==> src/rtl/fxu_pkg.sv <==
// Shared FXU definitions: opcodes, datapath widths and the reservation-station
// entry record. Also imported by the FXU and the other RS banks.
package fxu_pkg;

  localparam int TAG_W  = 6;
  localparam int DATA_W = 16;
  localparam int OP_W   = 4;

  localparam logic [OP_W-1:0] OP_MOV = 4'd0;
  localparam logic [OP_W-1:0] OP_ADD = 4'd1;
  localparam logic [OP_W-1:0] OP_JEQ = 4'd6;

  typedef enum logic [1:0] {
    FREE,
    WAIT,
    READY,
    ISSUED
  } rs_state_e;

  typedef struct packed {
    rs_state_e          state;
    logic [OP_W-1:0]    op;
    logic               rdy0;
    logic               rdy1;
    logic [TAG_W-1:0]   tag0;
    logic [TAG_W-1:0]   tag1;
    logic [DATA_W-1:0]  val0;
    logic [DATA_W-1:0]  val1;
  } rs_entry_t;

  localparam rs_entry_t RS_ENTRY_RESET = '{
    state: FREE,
    op:    '0,
    rdy0:  1'b0,
    rdy1:  1'b0,
    tag0:  '0,
    tag1:  '0,
    val0:  '0,
    val1:  '0
  };

endpackage

==> src/rtl/fxu_rs_if.sv <==
// Dispatch, CDB and issue signals of one FXU reservation-station bank.
// master: dispatch/CDB/FXU side; slave: the RS bank itself.
interface fxu_rs_if;
  import fxu_pkg::*;

  logic                disp_valid;
  logic [OP_W-1:0]     disp_op;
  logic                disp_rdy0;
  logic                disp_rdy1;
  logic [TAG_W-1:0]    disp_tag0;
  logic [TAG_W-1:0]    disp_tag1;
  logic [DATA_W-1:0]   disp_val0;
  logic [DATA_W-1:0]   disp_val1;
  logic                disp_ready;
  logic [TAG_W-1:0]    disp_rs_num;

  logic                cdb_valid;
  logic [TAG_W-1:0]    cdb_rs_num;
  logic [DATA_W-1:0]   cdb_data;

  logic                fxu_busy;
  logic                fxu_valid;
  logic [TAG_W-1:0]    fxu_rs_num;
  logic [OP_W-1:0]     fxu_op;
  logic [DATA_W-1:0]   fxu_val0;
  logic [DATA_W-1:0]   fxu_val1;

  modport master (
    output disp_valid, disp_op, disp_rdy0, disp_rdy1, disp_tag0, disp_tag1,
           disp_val0, disp_val1, cdb_valid, cdb_rs_num, cdb_data, fxu_busy,
    input  disp_ready, disp_rs_num, fxu_valid, fxu_rs_num, fxu_op,
           fxu_val0, fxu_val1
  );

  modport slave (
    input  disp_valid, disp_op, disp_rdy0, disp_rdy1, disp_tag0, disp_tag1,
           disp_val0, disp_val1, cdb_valid, cdb_rs_num, cdb_data, fxu_busy,
    output disp_ready, disp_rs_num, fxu_valid, fxu_rs_num, fxu_op,
           fxu_val0, fxu_val1
  );

endinterface

==> src/rtl/fxu_rs_rr_pick.sv <==
// Round-robin picker: grants the first requester after last_i, wrapping
// from N-1 back to 0. Purely combinational.
module rr_pick #(
  parameter int N     = 4,
  parameter int IDX_W = $clog2(N)
) (
  input  logic [N-1:0]     req_i,
  input  logic [IDX_W-1:0] last_i,
  output logic [N-1:0]     grant_o,
  output logic             valid_o
);

  always_comb begin
    logic [IDX_W-1:0] idx;
    // NOTE: every always_comb output gets a default first so no path leaves
    // it unassigned, which is what would otherwise infer a latch.
    grant_o = '0;
    valid_o = 1'b0;
    idx     = '0;
    for (int k = 1; k <= N; k++) begin
      idx = IDX_W'((int'(last_i) + k) % N);
      if (!valid_o && req_i[idx]) begin
        grant_o[idx] = 1'b1;
        valid_o      = 1'b1;
      end
    end
  end

endmodule

==> src/rtl/fxu_rs.sv <==
// FXU reservation-station bank: captures operands from the CDB, issues one
// ready entry per cycle round-robin, and holds each tag until its broadcast.
module fxu_rs
  import fxu_pkg::*;
#(
  parameter int NRS     = 4,
  parameter int RS_BASE = 0
) (
  input  logic    clk,
  input  logic    reset,
  fxu_rs_if.slave rs
);

  localparam int IDX_W = $clog2(NRS);

  rs_entry_t         entry_q [NRS];
  rs_entry_t         entry_d [NRS];
  logic [IDX_W-1:0]  last_q, last_d;
  logic              fxu_valid_q, fxu_valid_d;
  logic [TAG_W-1:0]  fxu_rs_num_q, fxu_rs_num_d;
  logic [OP_W-1:0]   fxu_op_q, fxu_op_d;
  logic [DATA_W-1:0] fxu_val0_q, fxu_val0_d;
  logic [DATA_W-1:0] fxu_val1_q, fxu_val1_d;

  logic [NRS-1:0]    free_vec;
  logic [NRS-1:0]    ready_vec;
  logic [NRS-1:0]    grant;
  logic              grant_valid;
  logic [IDX_W-1:0]  free_idx;
  logic [IDX_W-1:0]  grant_idx;
  logic              disp_fire;
  logic              issue;
  rs_entry_t         sel_entry;

  function automatic logic [TAG_W-1:0] tag_of(input int idx);
    return TAG_W'(RS_BASE + idx);
  endfunction

  rr_pick #(.N(NRS), .IDX_W(IDX_W)) u_pick (
    .req_i   (ready_vec),
    .last_i  (last_q),
    .grant_o (grant),
    .valid_o (grant_valid)
  );

  // Output decode: depends on registered entry state only, never on the CDB.
  always_comb begin
    free_vec  = '0;
    ready_vec = '0;
    free_idx  = '0;
    grant_idx = '0;
    for (int i = NRS - 1; i >= 0; i--) begin
      free_vec[i]  = (entry_q[i].state == FREE);
      ready_vec[i] = (entry_q[i].state == READY);
      if (entry_q[i].state == FREE) free_idx = IDX_W'(i);
      if (grant[i]) grant_idx = IDX_W'(i);
    end
  end

  assign disp_fire = rs.disp_valid && (|free_vec);
  assign issue     = grant_valid && !rs.fxu_busy;
  assign sel_entry = entry_q[grant_idx];

  // Next-state for every entry's FSM.
  always_comb begin
    entry_d = entry_q;
    for (int i = 0; i < NRS; i++) begin
      unique case (entry_q[i].state)
        FREE: begin
          if (disp_fire && free_idx == IDX_W'(i)) begin
            entry_d[i].op   = rs.disp_op;
            entry_d[i].tag0 = rs.disp_tag0;
            entry_d[i].tag1 = rs.disp_tag1;
            entry_d[i].rdy0 = rs.disp_rdy0 ||
                              (rs.cdb_valid && rs.cdb_rs_num == rs.disp_tag0);
            entry_d[i].rdy1 = rs.disp_rdy1 ||
                              (rs.cdb_valid && rs.cdb_rs_num == rs.disp_tag1);
            entry_d[i].val0 = rs.disp_rdy0 ? rs.disp_val0 : rs.cdb_data;
            entry_d[i].val1 = rs.disp_rdy1 ? rs.disp_val1 : rs.cdb_data;
            entry_d[i].state = (entry_d[i].rdy0 && entry_d[i].rdy1) ? READY : WAIT;
          end
        end
        WAIT: begin
          if (!entry_q[i].rdy0 && rs.cdb_valid && rs.cdb_rs_num == entry_q[i].tag0) begin
            entry_d[i].rdy0 = 1'b1;
            entry_d[i].val0 = rs.cdb_data;
          end
          if (!entry_q[i].rdy1 && rs.cdb_valid && rs.cdb_rs_num == entry_q[i].tag1) begin
            entry_d[i].rdy1 = 1'b1;
            entry_d[i].val1 = rs.cdb_data;
          end
          if (entry_d[i].rdy0 && entry_d[i].rdy1) entry_d[i].state = READY;
        end
        READY: begin
          if (issue && grant[i]) entry_d[i].state = ISSUED;
        end
        ISSUED: begin
          if (rs.cdb_valid && rs.cdb_rs_num == tag_of(i)) entry_d[i].state = FREE;
        end
      endcase
    end
  end

  // Issue register next-state: payload holds its last value when idle.
  always_comb begin
    last_d       = last_q;
    fxu_valid_d  = issue;
    fxu_rs_num_d = fxu_rs_num_q;
    fxu_op_d     = fxu_op_q;
    fxu_val0_d   = fxu_val0_q;
    fxu_val1_d   = fxu_val1_q;
    if (issue) begin
      last_d       = grant_idx;
      fxu_rs_num_d = tag_of(int'(grant_idx));
      fxu_op_d     = sel_entry.op;
      fxu_val0_d   = sel_entry.val0;
      fxu_val1_d   = sel_entry.val1;
    end
  end

  always_ff @(posedge clk or posedge reset) begin
    if (reset) begin
      // NOTE: the whole entry array is reset, not just the state field, so the
      // issue mux never forwards X payload from a never-written entry.
      for (int i = 0; i < NRS; i++) entry_q[i] <= RS_ENTRY_RESET;
      last_q       <= '0;
      fxu_valid_q  <= 1'b0;
      fxu_rs_num_q <= '0;
      fxu_op_q     <= '0;
      fxu_val0_q   <= '0;
      fxu_val1_q   <= '0;
    end else begin
      // NOTE: non-blocking assignments here so every register samples the
      // pre-edge value of every other register, independent of statement order.
      entry_q      <= entry_d;
      last_q       <= last_d;
      fxu_valid_q  <= fxu_valid_d;
      fxu_rs_num_q <= fxu_rs_num_d;
      fxu_op_q     <= fxu_op_d;
      fxu_val0_q   <= fxu_val0_d;
      fxu_val1_q   <= fxu_val1_d;
    end
  end

  assign rs.disp_ready  = |free_vec;
  assign rs.disp_rs_num = tag_of(int'(free_idx));
  assign rs.fxu_valid   = fxu_valid_q;
  assign rs.fxu_rs_num  = fxu_rs_num_q;
  assign rs.fxu_op      = fxu_op_q;
  assign rs.fxu_val0    = fxu_val0_q;
  assign rs.fxu_val1    = fxu_val1_q;

endmodule

==> src/flat_wrapper.sv <==
// flat-port wrapper written by rule: the top's interface ports become plain ports
module fxu_rs_flat import fxu_pkg::*;
#(
  parameter int NRS     = 4,
  parameter int RS_BASE = 0
)
  (clk, reset, rs_disp_valid, rs_disp_op, rs_disp_rdy0, rs_disp_rdy1, rs_disp_tag0, rs_disp_tag1, rs_disp_val0, rs_disp_val1, rs_cdb_valid, rs_cdb_rs_num, rs_cdb_data, rs_fxu_busy, rs_disp_ready, rs_disp_rs_num, rs_fxu_valid, rs_fxu_rs_num, rs_fxu_op, rs_fxu_val0, rs_fxu_val1);
  fxu_rs_if rs_i ();
  input  logic clk;
  input  logic reset;
  input wire logic [$bits(rs_i.disp_valid)-1:0] rs_disp_valid;
  input wire logic [$bits(rs_i.disp_op)-1:0] rs_disp_op;
  input wire logic [$bits(rs_i.disp_rdy0)-1:0] rs_disp_rdy0;
  input wire logic [$bits(rs_i.disp_rdy1)-1:0] rs_disp_rdy1;
  input wire logic [$bits(rs_i.disp_tag0)-1:0] rs_disp_tag0;
  input wire logic [$bits(rs_i.disp_tag1)-1:0] rs_disp_tag1;
  input wire logic [$bits(rs_i.disp_val0)-1:0] rs_disp_val0;
  input wire logic [$bits(rs_i.disp_val1)-1:0] rs_disp_val1;
  input wire logic [$bits(rs_i.cdb_valid)-1:0] rs_cdb_valid;
  input wire logic [$bits(rs_i.cdb_rs_num)-1:0] rs_cdb_rs_num;
  input wire logic [$bits(rs_i.cdb_data)-1:0] rs_cdb_data;
  input wire logic [$bits(rs_i.fxu_busy)-1:0] rs_fxu_busy;
  output wire logic [$bits(rs_i.disp_ready)-1:0] rs_disp_ready;
  output wire logic [$bits(rs_i.disp_rs_num)-1:0] rs_disp_rs_num;
  output wire logic [$bits(rs_i.fxu_valid)-1:0] rs_fxu_valid;
  output wire logic [$bits(rs_i.fxu_rs_num)-1:0] rs_fxu_rs_num;
  output wire logic [$bits(rs_i.fxu_op)-1:0] rs_fxu_op;
  output wire logic [$bits(rs_i.fxu_val0)-1:0] rs_fxu_val0;
  output wire logic [$bits(rs_i.fxu_val1)-1:0] rs_fxu_val1;
  assign rs_i.disp_valid = rs_disp_valid;
  assign rs_i.disp_op = rs_disp_op;
  assign rs_i.disp_rdy0 = rs_disp_rdy0;
  assign rs_i.disp_rdy1 = rs_disp_rdy1;
  assign rs_i.disp_tag0 = rs_disp_tag0;
  assign rs_i.disp_tag1 = rs_disp_tag1;
  assign rs_i.disp_val0 = rs_disp_val0;
  assign rs_i.disp_val1 = rs_disp_val1;
  assign rs_i.cdb_valid = rs_cdb_valid;
  assign rs_i.cdb_rs_num = rs_cdb_rs_num;
  assign rs_i.cdb_data = rs_cdb_data;
  assign rs_i.fxu_busy = rs_fxu_busy;
  assign rs_disp_ready = rs_i.disp_ready;
  assign rs_disp_rs_num = rs_i.disp_rs_num;
  assign rs_fxu_valid = rs_i.fxu_valid;
  assign rs_fxu_rs_num = rs_i.fxu_rs_num;
  assign rs_fxu_op = rs_i.fxu_op;
  assign rs_fxu_val0 = rs_i.fxu_val0;
  assign rs_fxu_val1 = rs_i.fxu_val1;
  fxu_rs #(.NRS(NRS), .RS_BASE(RS_BASE)) u_core (.clk(clk), .reset(reset), .rs(rs_i));
endmodule
==> config.mk <==
export PLATFORM = sky130hd
export DESIGN_NAME = fxu_rs_flat
export DESIGN_NICKNAME = d
export VERILOG_FILES = /design/src/rtl/fxu_pkg.sv /design/src/rtl/fxu_rs_if.sv /design/src/rtl/fxu_rs_rr_pick.sv /design/src/rtl/fxu_rs.sv /design/src/flat_wrapper.sv
export SDC_FILE = /design/constraint.sdc
export NUM_CORES = 1
export LEC_CHECK = 0
export BUFFER_PORTS_ARGS = -buffer_cell sky130_fd_sc_hd__clkbuf_2
export CAP_MARGIN = 20
export CORE_MARGIN = 4
export CORE_UTILIZATION = 40
export DETAILED_ROUTE_END_ITERATION = 6
export SLEW_MARGIN = 5
export SYNTH_ARGS = -nofsm -noshare
export SYNTH_HDL_FRONTEND = slang
export SYNTH_HIERARCHICAL = 1
export SYNTH_SLANG_ARGS = --single-unit
==> constraint.sdc <==
create_clock -name clk -period 10.44 [get_ports clk]
set_input_delay 1.566 -clock clk [delete_from_list [all_inputs] [get_ports clk]]
set_output_delay 1.566 -clock clk [all_outputs]
set_load 0.1 [all_outputs]
# After elaboration in Yosys (flattened, before gate mapping)
# Index checks and enable logic that the tools add are counted.
# totals
reg_bits	247
output_inout_bits	50
# classes
add_sub_neg	4
magnitude_cmp	9
n_eq_ne	52
n_mux	90
n_bitwise	4
reduce_logical	89
# ops
cell	n
$pmux 32 s2	4
$mux 52	4
$mux 16	10
$bmux 52 s2	1
$mux 50	2
$eq 6x6->1	10
$logic_and 1x1->1	44
$mux 2	21
$ne 2x1->1 const B	20
$pmux 2 s4	4
$mux 1	28
$reduce_and 3->1	8
$eq 2x2->1 const B	10
$mux 4	4
$pmux 2 s2	4
$reduce_and 2->1	8
$reduce_and 4->1	4
$eq 6x2->1 const B	2
$logic_not 1->1	12
$lt 2x3->1 const B	4
$or 4x4->4	3
$eq 2x1->1 const B	5
$logic_not 2->1	5
$bmux 1 s2	4
12 further kinds	27

# Logic depth before layout (Yosys ltp)
# Gate-level depths: netlist (run 1).
# logic_depth
depth_word	21
ltp_mapped	13
depth_no_buf	11

# Cells and area by module
# Netlist (run 1), hierarchy kept.
# by_module_without_submodules
module	instances	cells_each	area_per_inst_um2	seq_area_each_um2
fxu_rs	1	1273	13198.9	6180.9
rr_pick	1	48	415.4	0.0

# Least setup slack after synthesis (run 1)
# Ideal clock, no wire load.
# synth_path
path_type	flip-flop to output port
from	register u_core/entry_q[102] (netlist bit)
to	output port rs_disp_rs_num[1]
arrival_ns	3.002
t_required_ns	8.874
setup_slack_ns	5.872
path_stages_with_launch	6
path_cell_list	dfrtp_1 > inv_1 > ha_1 > clkbuf_1 > nor2_1 > nor3_1
# synth_via
elab_chain_len	4
# synth_rtl
item	line_no	text
start, declared	fxu_rs.sv:16	rs_entry_t entry_q [NRS];
start signal, assigned	fxu_rs.sv:135	entry_q <= entry_d;
$logic_not 2->1	fxu_rs.sv:55	if (entry_q[i].state == FREE) free_idx = IDX_W'(i);
$mux 2 (3 in series)	fxu_rs.sv:55	
end, declared	flat_wrapper.sv:24	output wire logic [$bits(rs_i.disp_rs_num)-1:0] rs_disp_rs_num;
# No other way between the ends.

==> run metrics, run 1 <==
first-pass GRT wire length=60.3 mm; layout cell share with drive strength beyond 1=23.6%; Post CTS Setup Buffer Count=0; type of the worst setup path=reg -> reg; initial antenna violation count=0; hold path depth=2; Data arrival, critical path=4.59 ns; Startpoint Class=flip-flop; final net count=about 1.5k; Critical R2R Launch=u_core/rs.fxu_rs_num[1]; most crowded layer after global routing=met2; total number of yosys warnings=6; met2 GRT Util=35.3%; area of placed instances=between 10000 and 15000 µm²; clock tree from TritonCTS=yes; share of async-settable or async-resettable flops after synthesis=100%; vias in the first global route=around 11k; clock period minus final worst setup slack=roughly 4.2 ns; crit-path max FO=72; clock slew at reported path FFs=approximately 0.06 ns; top-level port count=~130; hold violation count in the final report=0; biggest area consumer among synthesized cells=sky130_fd_sc_hd__dfrtp_1; startpoint of the lowest-slack hold path=u_core/entry_q[47]; ratio of total power to cell area=381 nW/µm²; count of flip-flops with a built-in enable after synthesis=0; area enclosed by the die boundary=~37000 µm²; number of remaining DRC errors=0; Netlist Area Pre-Place=approximately 14000 µm²; die width=192 µm; number of nets still failing antenna checks after routing=0; count of hold buffers inserted by post-cts repair=0; met1 track utilization from global routing=28.2%; endpoint class of the critical path=flip-flop; sequential area share after synthesis=45.4%; Port Buf Inserts=~120; setup repair after global routing missed its margin=no; largest cells by area after synthesis=sky130_fd_sc_hd__dfrtp_1 45%, sky130_fd_sc_hd__mux2_2 11%, sky130_fd_sc_hd__o21ai_0 5.1%; number of cells on the worst reg-to-reg path=12; final clock skew=approximately 0.036 ns; number of gates resized after cts=0; FF-to-FF End=u_core/rs.fxu_val0[14]; Total Power Consumption=just under 0.006 W; Root Buffer=sky130_fd_sc_hd__clkbuf_16; Fmax achieved=between 200 and 250 MHz; largest net degree at the start of global routing=93; most used cells in the layout excluding fill and tap cells=247 x sky130_fd_sc_hd__dfrtp_1, 166 x sky130_fd_sc_hd__nand2_1, 140 x sky130_fd_sc_hd__o21ai_0, 131 x sky130_fd_sc_hd__mux2_2, 118 x sky130_fd_sc_hd__clkbuf_2; maximum vdd drop=between 0.3 and 0.4 mV; share of the synthesized area in the top cell type=between 40% and 50%; top_reg_cell synth=sky130_fd_sc_hd__dfrtp_1; pre-CTS setup slack=~6.3 ns; routed wire length per instance=between 20 and 25 µm; final weighted congestion in routability-driven placement=0.792; CTS Sinks=247; Hold Path End=u_core/entry_q[47]; number of antenna repair diodes=0; most common cell after layout, fill and taps aside=sky130_fd_sc_hd__dfrtp_1; count of fill cells added during filler insertion=3194; Detail Placement HPWL=approximately 25 mm; Layout Cell Area excl Fill=around 16000 µm²; Final Setup Violations=0; Fin Setup TNS=0 ns; headroom to the max-slew limit=31.9%; clock tree buffer depth=3; worst-case hold slack=between 0.4 and 0.5 ns; Detailed Routing Iterations Pass 1=5; combined global-route utilization of all metal layers=about a fifth; final worst-path cycle share=about two fifths; clock latency on the worst-skew pair=0.57 ns; remaining global-route overflow=0; register bit total from synthesis=247; total CTS buffers=28; leakage power=about 7.1 nW; core region area=roughly 34000 µm²; Iter 0 DRT Violations=660; Unique masters post-synth=61; required time of the critical path=approximately 11 ns; max-cap violation count=0; min-delay worst type=reg -> reg; vias post-DR=about 11k; Avg Synthesized Cell Area=10.3 µm²; Placement Rows=67; CTS H-tree lvls=1; aggregate routed wire length=between 30 and 40 mm; final setup margin=6.28 ns; number of max-slew violations in the final report=0; met3 track utilization from global routing=roughly 2.7%; initial standard-cell utilization of the core=between 40% and 50%; result of the run=finished clean; synthesis-to-layout area growth=14.6%; setup slack, reg-to-reg=~6.3 ns; Syn Inst Count=~1.3k; drt via density=roughly 5.6; Worst Max-Slew Pin Slew=just over 1 ns; die extent in y=192 µm
stage by stage:
stage / cells / util (%)
4_1_cts: 1873 / 46.4
3_3_place_gp: 1821 / 43.6
2_1_floorplan: 1328 / -
5_1_grt: 1875 / 46.5
3_5_place_dp: 1821 / 43.6
6_report: 1875 / 46.5
report_power, final:
| group | internal (W) | leakage, nW | switching (W) | total, W |
|---|---|---|---|---|
| Clock | 0.000584 | 0.469 | 0.000410 | 0.000994 |
| Sequential | 0.00137 | 3.16 | 0.000236 | 0.00160 |
| Combinational | 0.00113 | 3.50 | 0.00222 | 0.00334 |
| Total | 0.00308 | 7.13 | 0.00286 | 0.00594 |
cells by family (layout without fill, tap and decap cells):
kind of cell | Yosys count | in the layout | synth area share [%]
other | 1 | 8 | 0.0275
muxes | 223 | 223 | 18.2
buffers and inverters | 123 | 222 | 3.89
AOI/OAI and AO/OA | 315 | 315 | 14.8
adders and majority gates | 25 | 25 | 2.30
xor gates and xnor gates | 60 | 60 | 3.86
DFF | 247 | 247 | 45.4
and+or+nand+nor | 327 | 327 | 11.6
per-layer routing:
| layer | part of all wire [%] | wire length (µm) | up-vias |
|---|---|---|---|
| li1 | - | - | 4879 |
| met1 | 44 | 17200 | 5299 |
| met2 | 48 | 18700 | 302 |
| met3 | 5.1 | 1960 | 56 |
| met4 | 2.3 | 901 | 0 |
| met5 | 0 | 0 | - |
state kept, by name, indices dropped and copies added, names as in the netlist:
| signal | count |
|---|---|
| u_core/rs.fxu_val0 | 16 |
| u_core/rs.fxu_rs_num | 2 |
| u_core/rs.fxu_val1 | 16 |
| u_core/rs.fxu_op | 4 |
| u_core/rs.fxu_valid | 1 |
| u_core/entry_q | 208 |
how the worst max path moves through the flow:
stage	from	end	slack, ns	cells after the start
final	u_core/rs.fxu_rs_num[1]	u_core/rs.fxu_val0[14]	6.28	12
after global routing	u_core/rs.fxu_rs_num[1]	u_core/rs.fxu_op[1]	5.87	12
after CTS	u_core/rs.fxu_rs_num[1]	u_core/rs.fxu_val0[14]	6.31	12
after detailed placement	rs_disp_valid	u_core/entry_q[6]	6.28	7
after global placement	rs_disp_valid	u_core/entry_q[1]	6.36	7
after floorplan	reset	u_core/entry_q[0]	2.09	1
area by class of cell:
type | count | area [µm²] | share of cell area (%)
well taps | 448 | 561 | 3.59
inverters | 29 | 116 | 0.746
repair buffers | 141 | 787 | 5.04
clock buffers | 42 | 843 | 5.40
flip-flops and latches | 247 | 6180 | 39.6
multi-input cells | 958 | 7010 | 44.9
clock inverters | 10 | 103 | 0.657
cells in the mapped netlist, types with 3 or more instances:
cell type / n
sky130_fd_sc_hd__dfrtp_1: 247
sky130_fd_sc_hd__nand2_1: 166
sky130_fd_sc_hd__o21ai_0: 140
sky130_fd_sc_hd__mux2_2: 131
sky130_fd_sc_hd__a211oi_1: 73
sky130_fd_sc_hd__and2_1: 72
sky130_fd_sc_hd__clkbuf_1: 63
sky130_fd_sc_hd__mux2_1: 49
sky130_fd_sc_hd__xnor2_1: 48
sky130_fd_sc_hd__mux2i_1: 42
sky130_fd_sc_hd__o31ai_1: 39
sky130_fd_sc_hd__inv_1: 28
sky130_fd_sc_hd__ha_1: 25
sky130_fd_sc_hd__nor2_1: 21
sky130_fd_sc_hd__buf_2: 15
sky130_fd_sc_hd__nand3_1: 14
sky130_fd_sc_hd__xor2_1: 12
sky130_fd_sc_hd__buf_4: 11
sky130_fd_sc_hd__nand2b_1: 10
sky130_fd_sc_hd__nand4_1: 10
sky130_fd_sc_hd__nor3_1: 10
sky130_fd_sc_hd__o21ai_1: 10
sky130_fd_sc_hd__a21oi_1: 8
sky130_fd_sc_hd__and3_1: 5
sky130_fd_sc_hd__nor2b_1: 5
sky130_fd_sc_hd__a21boi_1: 4
sky130_fd_sc_hd__a221o_1: 4
sky130_fd_sc_hd__a31oi_1: 4
sky130_fd_sc_hd__a32oi_1: 4
sky130_fd_sc_hd__buf_1: 4
sky130_fd_sc_hd__o22a_1: 4
sky130_fd_sc_hd__o211ai_1: 3
sky130_fd_sc_hd__o21bai_1: 3
sky130_fd_sc_hd__o2bb2ai_1: 3
sky130_fd_sc_hd__or3_1: 3
worst max-delay path: stages (launching register included):
cell and delay (ns):
sky130_fd_sc_hd__dfrtp_1 0.62, sky130_fd_sc_hd__inv_1 0.17, sky130_fd_sc_hd__ha_1 0.43, sky130_fd_sc_hd__mux2i_1 0.25
sky130_fd_sc_hd__o2111ai_1 0.13, sky130_fd_sc_hd__o21ai_0 0.41, sky130_fd_sc_hd__a221o_1 0.31, sky130_fd_sc_hd__nor2b_1 0.29
sky130_fd_sc_hd__nor2_1 0.11, sky130_fd_sc_hd__nor2_4 0.08, sky130_fd_sc_hd__buf_4 0.69, sky130_fd_sc_hd__a211oi_1 0.20
sky130_fd_sc_hd__o31ai_1 0.27
(Power assumes the default switching activity.)
==> run 2: changes to the inputs <==
clock period = 4 ns   (was 10.44 ns; I/O delays follow)
==> run 2 against run 1 <==
Combinational power grew to 2.7 times the previous value. Via count increased by 1.4%. Cell count up 0.75%. Critical path depth did not move. Cell area rose by 1.1%. Clock-buffer cell count stayed put. Hold slack worse by 0.41 ns. Clock power grew to 2.7 times the previous value. Clock skew fell by 0.014 ns.
==> run metrics, run 2 (synthesis gave the netlist of run 1 again) <==
result of the run=finished clean; largest net degree at the start of global routing=83 (-11%); Data arrival, critical path=3.87 ns (-0.72 ns); final worst-path cycle share=85.6% (+46 points); CTS Sinks=247 (unchanged); Largest Register=u_core/entry_q; top-level port count=127 (unchanged); total CTS buffers=28 (unchanged); Post CTS Setup Buffer Count=0 (unchanged); number of gates resized after cts=0 (unchanged); vias post-DR=10.7k (+1.4%); detailed route wirelength on metal2=19.0 mm (+2.0%); CTS H-tree lvls=1 (unchanged); Storage cell area=6180 µm² (unchanged); Detail Placement HPWL=25.6 mm (+2.1%); number of cells on the worst reg-to-reg path=12 (unchanged); Fmax achieved=292 MHz (+22%); required time of the critical path=4.45 ns (-6.42 ns); Port Buf Inserts=118 (unchanged); clock latency on the worst-skew pair=0.55 ns (-0.02 ns); Detail Route met3 WL=2.62 mm (+34%); core region area=33500 µm² (unchanged); final clock skew=0.0218 ns (-0.0137 ns); clock tree from TritonCTS=yes; crit-path max FO=72 (unchanged); clock period minus final worst setup slack=3.42 ns (-0.737 ns); final net count=1521 (+0.93%); most common cell after layout, fill and taps aside=sky130_fd_sc_hd__dfrtp_1; number of antenna repair diodes=0 (unchanged); number of nets still failing antenna checks after routing=0 (unchanged); combined global-route utilization of all metal layers=21.6% (+0.88 points); layout cell share with drive strength beyond 1=24.1% (+0.46 points); Highest Signal Layer=met4; Fin Setup TNS=0 ns (unchanged); first-pass GRT wire length=62.6 mm (+3.8%); critical path cell sequence=inv_1, ha_1, mux2i_1, o2111ai_1, o21ai_0, a221o_1, nor2b_1, nor2_1, nor2_4, buf_12, a211oi_1, o31ai_1; number of remaining DRC errors=0 (unchanged); Routed met1 length=17.2 mm (-0.17%); vias in the first global route=11.0k (+3.4%); endpoint class of the critical path=flip-flop; count of hold buffers inserted by post-cts repair=0 (unchanged); slowest library cell on the worst path=sky130_fd_sc_hd__ha_1; initial standard-cell utilization of the core=40.6% (unchanged); hold violation count in the final report=0 (unchanged); number of max-slew violations in the final report=0 (unchanged); clock tree buffer depth=3 (unchanged); min-delay worst type=in -> async; count of fill cells added during filler insertion=3130 (-2.0%); final setup margin=0.577 ns (-5.70 ns); setup repair after global routing missed its margin=no; pre-CTS setup slack=0.642 ns (-5.64 ns); Root Buffer=sky130_fd_sc_hd__clkbuf_16; drt via density=5.66 (+0.65%); initial antenna violation count=0 (unchanged); Worst Max-Slew Pin Slew=0.954 ns (-0.0646 ns); remaining global-route overflow=0 (unchanged); max FFs per register=208 (unchanged); area enclosed by the die boundary=37100 µm² (unchanged); headroom to the max-slew limit=36.4% (+4.5 points); final weighted congestion in routability-driven placement=0.833 (+5.3%); multi-input gate area in the final layout=7000 µm² (-0.14%); ratio of total power to cell area=1000 nW/µm² (+160%); Detailed Routing Iterations Pass 1=5 (unchanged); Startpoint Class=flip-flop; Final Setup Violations=0 (unchanged); maximum vdd drop=0.700 mV (+96%); die width=192 µm (unchanged); aggregate routed wire length=40.3 mm (+3.9%); Placement Rows=67 (unchanged); most used cells in the layout excluding fill and tap cells=247 x sky130_fd_sc_hd__dfrtp_1, 166 x sky130_fd_sc_hd__nand2_1, 140 x sky130_fd_sc_hd__o21ai_0, 131 x sky130_fd_sc_hd__mux2_2, 118 x sky130_fd_sc_hd__clkbuf_2; leakage power=7.21 nW (+1.2%); max-cap violation count=0 (unchanged); routed wire length per instance=21.3 µm (+3.1%); Largest stage delay, worst path=0.44 ns (-0.25 ns); Iter 0 DRT Violations=684 (+3.6%); synthesis-to-layout area growth=15.9%; type of the worst setup path=reg -> reg; die extent in y=192 µm (unchanged); clock slew at reported path FFs=0.06 ns (about the same)
==> run 2: metal layers <==
layer,GRT usage (%),vias to the layer above
met5,0,-
met4,7.79,0
met3,2.84,85
met2,36.2,378
met1,28.9,5329
li1,-,4892
==> run 2: worst max-delay path, delay by kind of cell (launching register included) <==
family | cells | cell delay, ns
AO/OA/AOI/OAI | 5 | 1.26
AND/OR/NAND/NOR | 3 | 0.50
adder cells (fa/ha/maj) | 1 | 0.44
buffers and inverters | 2 | 0.42
flip-flops | 1 | 0.34
multiplexers | 1 | 0.27
==> run 2: per-stage QoR <==
step | std cells | area (µm²) | power (W) | utilization [%] | hold WS [ns]
after floorplan | 1328 | 13600 | 0.0105 | - | 0.447
after global placement | 1837 | 14800 | 0.0130 | 44.2 | 0.464
after detailed placement | 1837 | 14800 | 0.0132 | 44.2 | 0.468
after CTS | 1889 | 15800 | 0.0159 | 47.0 | 0.0506
after global routing | 1889 | 15800 | 0.0168 | 47.0 | 0.0740
final | 1889 | 15800 | 0.0158 | 47.0 | 0.0602
==> run 2: layout make-up <==
type / count / share of cell area, %
multi-input cells: 958 / 44.4
inverters: 29 / 0.714
clock buffers: 42 / 5.22
flip-flops and latches: 247 / 39.2
well taps: 448 / 3.55
repair buffers: 155 / 6.06
clock inverters: 10 / 0.880
==> run 2: path summary, 6_finish.rpt <==
path | start | to | slack [ns]
setup / recovery | u_core/rs.fxu_rs_num[0] | u_core/rs.fxu_val0[7] | 0.58
hold / removal | reset | u_core/entry_q[16] | 0.06
setup reg to reg | u_core/rs.fxu_rs_num[0] | u_core/rs.fxu_val0[7] | 0.58
hold reg to reg | u_core/rs.fxu_val1[8] | u_core/rs.fxu_val1[8] | 0.48
max in group asynchronous | reset | u_core/entry_q[140] | 3.12
min in group clk | rs_disp_op[2] | u_core/entry_q[48] | 0.31
==> run 2: where the power goes <==
group          internal, W  total (W)  switching (W)
Combinational      0.00311    0.00895        0.00585
Clock              0.00161    0.00267        0.00106
Sequential         0.00357    0.00417       0.000602
Total              0.00829     0.0158        0.00751
==> run 3: changes to the inputs <==
MAX_ROUTING_LAYER = met4   (was default)
RECOVER_POWER = 100   (was default)
==> run 3 against run 2 <==
The run now ends with max-capacitance violations, max-slew violations left. Clock skew grew 0.00080 ns. Core utilization shrank 0.60 points. Total power shrank 1.1%. Sequential share of layout area grew 0.50 points. Worst setup slack lost 0.17 ns. Die area is the same. Clock power is essentially flat. Cell area shrank 1.3%. Fmax shrank 4.7%. Highest routed layer unchanged.
==> run metrics, run 3 (synthesis gave the netlist of run 1 again) <==
clock latency on the worst-skew pair=0.55 ns (about the same); Data arrival, critical path=4.01 ns (+0.14 ns); first-pass GRT wire length=62.7 mm (about the same); Critical R2R Launch=u_core/entry_q[206]; top-level port count=127 (unchanged); die width=192 µm (unchanged); number of nets still failing antenna checks after routing=0 (unchanged); number of antenna repair diodes=0 (unchanged); final worst-path cycle share=89.7% (+4.2 points); aggregate routed wire length=40.3 mm (about the same); CTS Sinks=247 (unchanged); number of gates resized after cts=0 (unchanged); ratio of total power to cell area=1000 nW/µm² (+0.14%); most used cells in the layout excluding fill and tap cells=247 x sky130_fd_sc_hd__dfrtp_1, 166 x sky130_fd_sc_hd__nand2_1, 145 x sky130_fd_sc_hd__o21ai_0, 130 x sky130_fd_sc_hd__mux2_2, 78 x sky130_fd_sc_hd__clkbuf_2; CTS H-tree lvls=1 (unchanged); number of max-slew violations in the final report=341 (+341); final setup margin=0.410 ns (-0.167 ns); worst-case hold slack=0.0882 ns (+0.0280 ns); crit-path max FO=32 (-56%); maximum vdd drop=0.696 mV (-0.65%); Root Buffer=sky130_fd_sc_hd__clkbuf_16; type of the worst setup path=reg -> reg; filler-free cell count of the finished design=1889 (unchanged); Iter 0 DRT Violations=703 (+2.8%); min-delay worst type=in -> async; Worst Max-Slew Pin Slew=2.66 ns (+1.71 ns); Detail Placement HPWL=25.6 mm (unchanged); routed wire length per instance=21.3 µm (about the same); number of cells on the worst reg-to-reg path=8 (-4); final clock skew=0.0226 ns (+0.000801 ns); synthesis-to-layout area growth=14.4%; Fmax achieved=279 MHz (-4.7%); clock slew at reported path FFs=0.06 ns (about the same); Final Setup Violations=0 (unchanged); remaining global-route overflow=0 (unchanged); core region area=33500 µm² (unchanged); Largest Register=u_core/entry_q; total CTS buffers=28 (unchanged); Storage cell area=6180 µm² (unchanged); number of cells in the design after placement=1837 (unchanged); pre-CTS setup slack=0.642 ns (unchanged); final weighted congestion in routability-driven placement=0.846 (+1.5%); endpoint class of the critical path=flip-flop; die extent in y=192 µm (unchanged); leakage power=6.99 nW (-3.1%); multi-input gate area in the final layout=6960 µm² (-0.66%); Placement Rows=67 (unchanged); Detailed Routing Iterations Pass 1=5 (unchanged); number of remaining DRC errors=0 (unchanged); result of the run=finished with violations; count of hold buffers inserted by post-cts repair=0 (unchanged); area enclosed by the die boundary=37100 µm² (unchanged); combined global-route utilization of all metal layers=22.3% (+0.64 points); clock tree buffer depth=3 (unchanged); setup slack, reg-to-reg=0.41 ns (-0.17 ns); largest net degree at the start of global routing=83 (unchanged); Post CTS Setup Buffer Count=0 (unchanged); drt via density=5.66 (about the same); max FFs per register=208 (unchanged); hold violation count in the final report=0 (unchanged); Port Buf Inserts=118 (unchanged); setup repair after global routing missed its margin=no; initial antenna violation count=0 (unchanged); required time of the critical path=4.42 ns (-0.03 ns); vias post-DR=10.7k (+0.056%); clock period minus final worst setup slack=3.59 ns (+0.167 ns); failing checks=max-capacitance violations, max-slew violations; headroom to the max-slew limit=-77.5% (-110 points); FF-to-FF End=u_core/entry_q[75]; initial standard-cell utilization of the core=40.6% (unchanged); final net count=1521 (unchanged); max-cap violation count=9 (+9); layout cell share with drive strength beyond 1=19.6% (-4.4 points); vias in the first global route=11.0k (-0.13%); clock tree from TritonCTS=yes; Startpoint Class=flip-flop; count of fill cells added during filler insertion=3172 (+1.3%); most common cell after layout, fill and taps aside=sky130_fd_sc_hd__dfrtp_1
==> run 3: changes by cell type in the layout (fill, tap and decap cells not counted), moves of 2 or more <==
cell	previous run	this run
sky130_fd_sc_hd__clkbuf_1	7	62
sky130_fd_sc_hd__clkbuf_2	118	78
sky130_fd_sc_hd__and2_0	0	20
sky130_fd_sc_hd__and2_1	72	52
sky130_fd_sc_hd__buf_4	30	18
sky130_fd_sc_hd__o21ai_0	140	145
sky130_fd_sc_hd__buf_12	7	3
sky130_fd_sc_hd__o21ai_2	5	2
sky130_fd_sc_hd__a21boi_0	0	2
sky130_fd_sc_hd__a21boi_1	4	2
==> run 3: layout make-up <==
cell class                 instances  area share (%)
multi-input combinational        958            44.7
sequential                       247            39.7
clock buffer                      42            5.29
timing repair buffer             155            5.17
tap                              448            3.60
clock inverter                    10           0.892
inverter                          29           0.707
==> run 3: worst max-delay path: stages, from the launching register on <==
cell                       delay (ns)
sky130_fd_sc_hd__dfrtp_1         0.42
sky130_fd_sc_hd__inv_1           0.12
sky130_fd_sc_hd__ha_1            0.41
sky130_fd_sc_hd__nor2b_1         0.19
sky130_fd_sc_hd__and3_1          0.28
sky130_fd_sc_hd__nand2b_1        0.09
sky130_fd_sc_hd__clkbuf_1        1.23
sky130_fd_sc_hd__o21ai_0         0.35
sky130_fd_sc_hd__mux2_1          0.37
==> run 3: how the worst max path moves through the flow <==
stage | startpoint | to | slack (ns) | cells past startpoint
after global placement | u_core/entry_q[154] | u_core/rs.fxu_op[2] | 0.77 | 12
after CTS | u_core/rs.fxu_rs_num[0] | u_core/rs.fxu_val0[7] | 0.64 | 12
after floorplan | u_core/rs.fxu_rs_num[0] | u_core/rs.fxu_op[3] | -0.11 | 10
after detailed placement | u_core/rs.fxu_rs_num[0] | u_core/rs.fxu_op[1] | 0.64 | 12
final | u_core/entry_q[206] | u_core/entry_q[75] | 0.41 | 8
after global routing | reset | u_core/entry_q[100] | 0.23 | 3
==> run 3: stage by stage <==
step	utilization, %	power (W)	area, µm²	setup TNS, ns
2_1_floorplan	-	0.0105	13600	-3.30
3_3_place_gp	44.2	0.0130	14800	0
3_5_place_dp	44.2	0.0132	14800	0
4_1_cts	47.0	0.0159	15800	0
5_1_grt	46.5	0.0166	15600	0
6_report	46.5	0.0156	15600	0
==> run 3: power breakdown <==
group	switching [W]	internal, W
logic	0.00581	0.00298
registers	0.000602	0.00357
clock network	0.00105	0.00161
total	0.00746	0.00816
==> run 3: routing by layer <==
| metal | share of wire, % | wire length [µm] | track usage (%) | up-vias |
|---|---|---|---|---|
| met3 | 5.8 | 2320 | 2.71 | 98 |
| met2 | 47 | 19000 | 36.1 | 357 |
| met4 | 3.7 | 1510 | 7.79 | 0 |
| li1 | - | - | - | 4894 |
| met5 | 0 | 0 | - | - |
| met1 | 43 | 17400 | 29.1 | 5341 |
